## src/rtl/qdiv_stream.sv

```systemverilog
// qdiv_stream: sequential sign-magnitude fixed-point divider.
// It uses a restoring shift-subtract loop that resolves one quotient bit per cycle, MSB first.
// A valid/ready handshake sits on both the request side and the result side.
module qdiv_stream #(
  parameter int N     = 16,
  parameter int Q     = 8,
  parameter int TAG_W = 4,
  parameter int SAT   = 1
) (
  input  logic             i_clk,
  input  logic             i_reset_n,
  input  logic             i_valid,
  output logic             o_ready,
  input  logic [N-1:0]     i_dividend,
  input  logic [N-1:0]     i_divisor,
  input  logic [TAG_W-1:0] i_tag,
  input  logic             i_flush,
  output logic             o_valid,
  input  logic             i_ready,
  output logic [N-1:0]     o_quotient,
  output logic [TAG_W-1:0] o_tag,
  output logic             o_overflow,
  output logic             o_dbz
);
  localparam int ITER = N + Q - 1;
  localparam int CW   = $clog2(ITER + 1);

  typedef enum logic [1:0] {IDLE, BUSY, DONE} state_t;

  typedef struct packed {
    logic             sign;
    logic             dbz;
    logic [TAG_W-1:0] tag;
  } req_t;

  state_t          state_q, state_d;
  req_t            req_q;
  logic [CW-1:0]   cnt_q;
  logic [ITER-1:0] dq_q;     // Holds the unconsumed dividend bits and shifts quotient bits in from the bottom.
  logic [N-2:0]    rem_q;
  logic [N-2:0]    b_q;

  logic            accept, in_dbz, last;
  logic [N-1:0]    rem_sh;
  logic [N-2:0]    diff, rem_nx;
  logic            ge;
  logic [ITER-1:0] dq_nx;
  logic            res_ovf, res_sgn;
  logic [N-2:0]    res_mag;

  assign o_ready = (state_q == IDLE);
  assign accept  = i_valid & o_ready & ~i_flush;
  assign in_dbz  = (i_divisor[N-2:0] == '0);
  assign last    = (cnt_q == CW'(1));

  // Next-state logic. Flush overrides everything, including a same-cycle accept.
  always_comb begin
    state_d = state_q;
    if (i_flush) begin
      state_d = IDLE;
    end else begin
      case (state_q)
        IDLE:    if (accept) state_d = BUSY;
        BUSY:    if (last) state_d = DONE;
        DONE:    if (i_ready) state_d = IDLE;
        default: state_d = IDLE;
      endcase
    end
  end

  // State register.
  always_ff @(posedge i_clk) begin
    if (!i_reset_n) state_q <= IDLE;
    else            state_q <= state_d;
  end

  // One restoring step. The remainder stays below B, so the subtraction fits in N-1 bits.
  always_comb begin
    rem_sh  = {rem_q, dq_q[ITER-1]};
    ge      = (rem_sh >= {1'b0, b_q});
    diff    = rem_sh[N-2:0] - b_q;
    rem_nx  = ge ? diff : rem_sh[N-2:0];
    dq_nx   = {dq_q[ITER-2:0], ge};
    res_ovf = |dq_nx[ITER-1:N-1];
    res_mag = (res_ovf && SAT != 0) ? '1 : dq_nx[N-2:0];
    res_sgn = req_q.sign & (|res_mag);
  end

  // Datapath and result registers.
  // Divide-by-zero takes one pass through BUSY so that its result appears one edge after the accept.
  always_ff @(posedge i_clk) begin
    if (!i_reset_n) begin
      req_q      <= '0;
      cnt_q      <= '0;
      dq_q       <= '0;
      rem_q      <= '0;
      b_q        <= '0;
      o_valid    <= 1'b0;
      o_quotient <= '0;
      o_tag      <= '0;
      o_overflow <= 1'b0;
      o_dbz      <= 1'b0;
    end else if (i_flush) begin
      o_valid <= 1'b0;
    end else begin
      case (state_q)
        IDLE: if (accept) begin
          req_q.sign <= i_dividend[N-1] ^ i_divisor[N-1];
          req_q.dbz  <= in_dbz;
          req_q.tag  <= i_tag;
          dq_q       <= {i_dividend[N-2:0], {Q{1'b0}}};
          rem_q      <= '0;
          b_q        <= i_divisor[N-2:0];
          cnt_q      <= in_dbz ? CW'(1) : CW'(ITER);
        end
        BUSY: begin
          cnt_q <= cnt_q - CW'(1);
          dq_q  <= dq_nx;
          rem_q <= rem_nx;
          if (last) begin
            o_valid <= 1'b1;
            o_tag   <= req_q.tag;
            o_dbz   <= req_q.dbz;
            if (req_q.dbz) begin
              o_overflow <= 1'b1;
              o_quotient <= {req_q.sign, {(N-1){1'b1}}};
            end else begin
              o_overflow <= res_ovf;
              o_quotient <= {res_sgn, res_mag};
            end
          end
        end
        DONE: if (i_ready) o_valid <= 1'b0;
        default: ;
      endcase
    end
  end
endmodule

```

## config.mk

```make
export PLATFORM = sky130hd
export DESIGN_NAME = qdiv_stream
export DESIGN_NICKNAME = d
export VERILOG_FILES = /design/src/rtl/qdiv_stream.sv
export SDC_FILE = /design/constraint.sdc
export NUM_CORES = 1
export LEC_CHECK = 0
export CAP_MARGIN = 10
export CORE_ASPECT_RATIO = 0.7
export CORE_MARGIN = 1.5
export CORE_UTILIZATION = 49
export CTS_CLUSTER_SIZE = 30
export DETAILED_ROUTE_END_ITERATION = 16
export PLACE_DENSITY = 0.8
export SKIP_CTS_REPAIR_TIMING = 1
export SLEW_MARGIN = 30
export SYNTH_ARGS = -nofsm -noshare
export SYNTH_HDL_FRONTEND = slang
export SYNTH_SLANG_ARGS = --single-unit
export TNS_END_PERCENT = 50
```

## constraint.sdc

```tcl
create_clock -name i_clk -period 2.14 [get_ports i_clk]
set_clock_uncertainty 0.15 [all_clocks]
set_input_delay 0.321 -clock i_clk [delete_from_list [all_inputs] [get_ports i_clk]]
set_output_delay 0.321 -clock i_clk [all_outputs]
set_load 0.03 [all_outputs]
```

==> run_results.csv <==
group,metric,value,unit
status,outcome,"finished, violations left",
status,violations,"negative setup slack",
synth,avgSynthCellArea,8.81,sq um
power,seqPwrFrac,0.409,
synth,async_flop_share,0,
sta,fin_crit_sh,1.09,
routing,via_per_inst,5.60,
synth,yosysTopAreaCellShare,0.397,
sta,finalSetupViolations,18,
cells_and_area,drive_above_1_share,0.213,
synth,syn_inst,509,
floorplan,num_rows,28,
power,power_leakage,2.62,nW
global_route,first_global_vias,4080,
sta,slew_headroom,0.605,
global_route,grt_pass1_wl,20.0,mm
floorplan,core,8650,sq um
power,power_frac_comb,0.241,
sta,timing.fmax,0.428,GHz
routing,drt_first_pass_iters,5,
synth,synth_flop_cell,"dfxtp_1",
routing,wire_per_inst,16.6,um
power,pwr-share-clk,0.350,
placement,io_buffer_count,64,
cells_and_area,fin_nets,678,
routing,ant_nets,0,
synth,yosysWarningCount,0,
power,switching_share,0.296,
cells_and_area,multi_input_area,2650,sq um
worst_setup_path,start_kind,"register",
placement,dp.cells,724,
floorplan,fp.dieW,117,um
synth,synth_area_leader_cell,"dfxtp_1",
power,p_int,3.06,mW
global_route,grt_util_all_layers,0.255,
cts,htreeDepth,3,
synth,synth-seq-cells,89,
synth,yosysUniqueCellTypes,53,
sta,rsz0062_at_grt,"true",
worst_setup_path,endpoint_kind,"register",
worst_hold_path,hold_class,"input pin to register",
floorplan,die_h,83.0,um
sta,worst_pin_slew,593,ps
synth,synth_area,4480,sq um
placement,routabilityCongestion,0.961,
cts,cts_buffer_depth,2,
cells_and_area,syn_to_final_growth,36.6,%
cts,cts_sinks,89,
cts,cts_tree,"yes",
worst_setup_path,required,2230,ps
worst_setup_path,r2r_cells,9,
cells_and_area,stdcell_count,744,
worst_setup_path,critPathKind,"register to register",
synth,synth.most_common_cell,"dfxtp_1",
global_route,grt_overflow,0,
power,peakVddDrop,0.674,mV
sta,fin_ws,-198,ps
cts,root_buffer,"clkbuf_16",
synth,synth-edff-count,0,
cells_and_area,seqCellArea,1790,sq um
routing,drtIter0Drc,301,
job,maxCapViolCount,0,
worst_hold_path,holdPathStages,2,
sta,drv_slew,0,
synth,synthTopCellsByArea,"dfxtp_1, nand2_1, mux2i_1",
placement,dp_hpwl,9.05,mm
routing,wl,12.4,mm
global_route,grt_start_max_net_pins,70,
synth,syn-num-nets,568,
power,cellPowerDensity,709,nW/um^2
floorplan,io_pins,65,
routing,dr_total_vias,4163,
sta,fin_crit,2340,ps
routing,drcViolationCount,0,
cts,cts.clk_slew.worst_paths,70,ps
global_route,antenna_found_initial,0,
worst_setup_path,cp.arrival,2430,ps
cells_and_area,fillers,644,
sta,finalHoldViolCount,0,
cells_and_area,final_util,0.708,
cts,numCtsBuffers,9,
floorplan,die_area,9740,sq um
power,p_switching,1.28,mW
cells_and_area,antenna_cells,0,
synth,ys_seq_area_frac,0.397,
cts,clock_latency,350,ps
worst_setup_path,path_max_fanout,5,
floorplan,start_util,0.518,
synth,synthTopCellsByCount,"dfxtp_1, nand2_1, a21boi_0",
layout by cell type (no fill, tap or decap), types with 3 or more instances in the layout:
master / n
nor3_1: 10
a22oi_1: 7
a211oi_1: 3
ha_4: 4
nand2_1: 85
a211oi_2: 3
nand3_1: 8
xor2_1: 6
nor2_1: 18
dfxtp_1: 83
a21boi_0: 25
a21oi_1: 17
xnor2_1: 9
nand2b_1: 7
clkdlybuf4s50_1: 62
a21oi_2: 3
inv_6: 4
ha_1: 13
a32oi_1: 5
mux2i_1: 21
buf_4: 60
inv_1: 18
clkbuf_16: 9
a21o_1: 6
buf_12: 4
nor4_1: 7
o21ai_0: 10
nand4_1: 4
o21ai_1: 14
o211a_1: 17
and2_1: 3
o221a_2: 14
dfxtp_2: 6
nor2b_1: 8
power by group through the flow:
stage	logic [mW]	registers, mW	clock network (mW)
4_1_cts	0.920	1.77	1.54
2_1_floorplan	0.585	1.80	0
6_report	1.05	1.77	1.52
3_5_place_dp	0.913	1.81	0
5_1_grt	1.12	1.78	1.61
3_3_place_gp	0.895	1.80	0
state kept, by name, summed over array words and instances (netlist names):
| signal | flops |
|---|---|
| o_valid | 1 |
| o_quotient | 16 |
| o_dbz | 1 |
| state_q | 2 |
| o_overflow | 1 |
| req_q | 6 |
| rem_q | 15 |
| b_q | 15 |
| cnt_q | 5 |
| o_tag | 4 |
| dq_q | 23 |
critical path, stage by stage, from the launching register on:
cell and delay [ps]:
dfxtp_1 340, inv_1 80, ha_1 360, nand4_1 130, nor3_1 80, or3_4 420
o21a_4 230, buf_6 120, nor4_4 240, o21ai_1 90
path summary, 6_finish.rpt:
check                         to  startpoint  slack [ps]
setup / recovery  o_quotient[15]      b_q[2]        -200
hold / removal          dq_q[22]   i_reset_n         110
setup reg to reg  o_quotient[15]      b_q[2]        -200
hold reg to reg          b_q[11]     b_q[11]         310
stage by stage:
stage / hold WS, ps / power (mW) / cell area (sq um) / TNS (ps) / setup WS [ps]
6_report: 112 / 4.34 / 6120 / -2030 / -198
3_3_place_gp: 296 / 2.70 / 5720 / -860 / -76.7
4_1_cts: 103 / 4.23 / 6010 / -2660 / -201
3_5_place_dp: 309 / 2.72 / 5720 / -2440 / -204
5_1_grt: 117 / 4.51 / 6120 / -3430 / -251
2_1_floorplan: 290 / 2.38 / 4560 / -334 / -54.3
routing by layer:
metal	wire, um	vias to the layer above	global-route usage
met2	5290	145	0.379
li1	-	2047	-
met3	893	11	0.0673
met5	0	-	0
met1	6090	1960	0.364
met4	111	0	0.0707
layout make-up:
type	count	area share
clock buffer	9	0.0368
sequential	89	0.292
clock inverter	7	0.00960
inverter	20	0.0123
timing repair buffer	129	0.193
tap	120	0.0245
multi-input combinational	370	0.432
cell families (layout without fill, tap and decap cells):
family	Yosys count	count (layout)	synth area share
simple gates	173	173	0.189
compound gates	141	142	0.238
flops	89	89	0.397
buf+inv	51	165	0.0458
mux	22	22	0.0491
fa+ha+maj	18	18	0.0519
xor+xnor	15	15	0.0293
(Power assumes the default switching activity.)
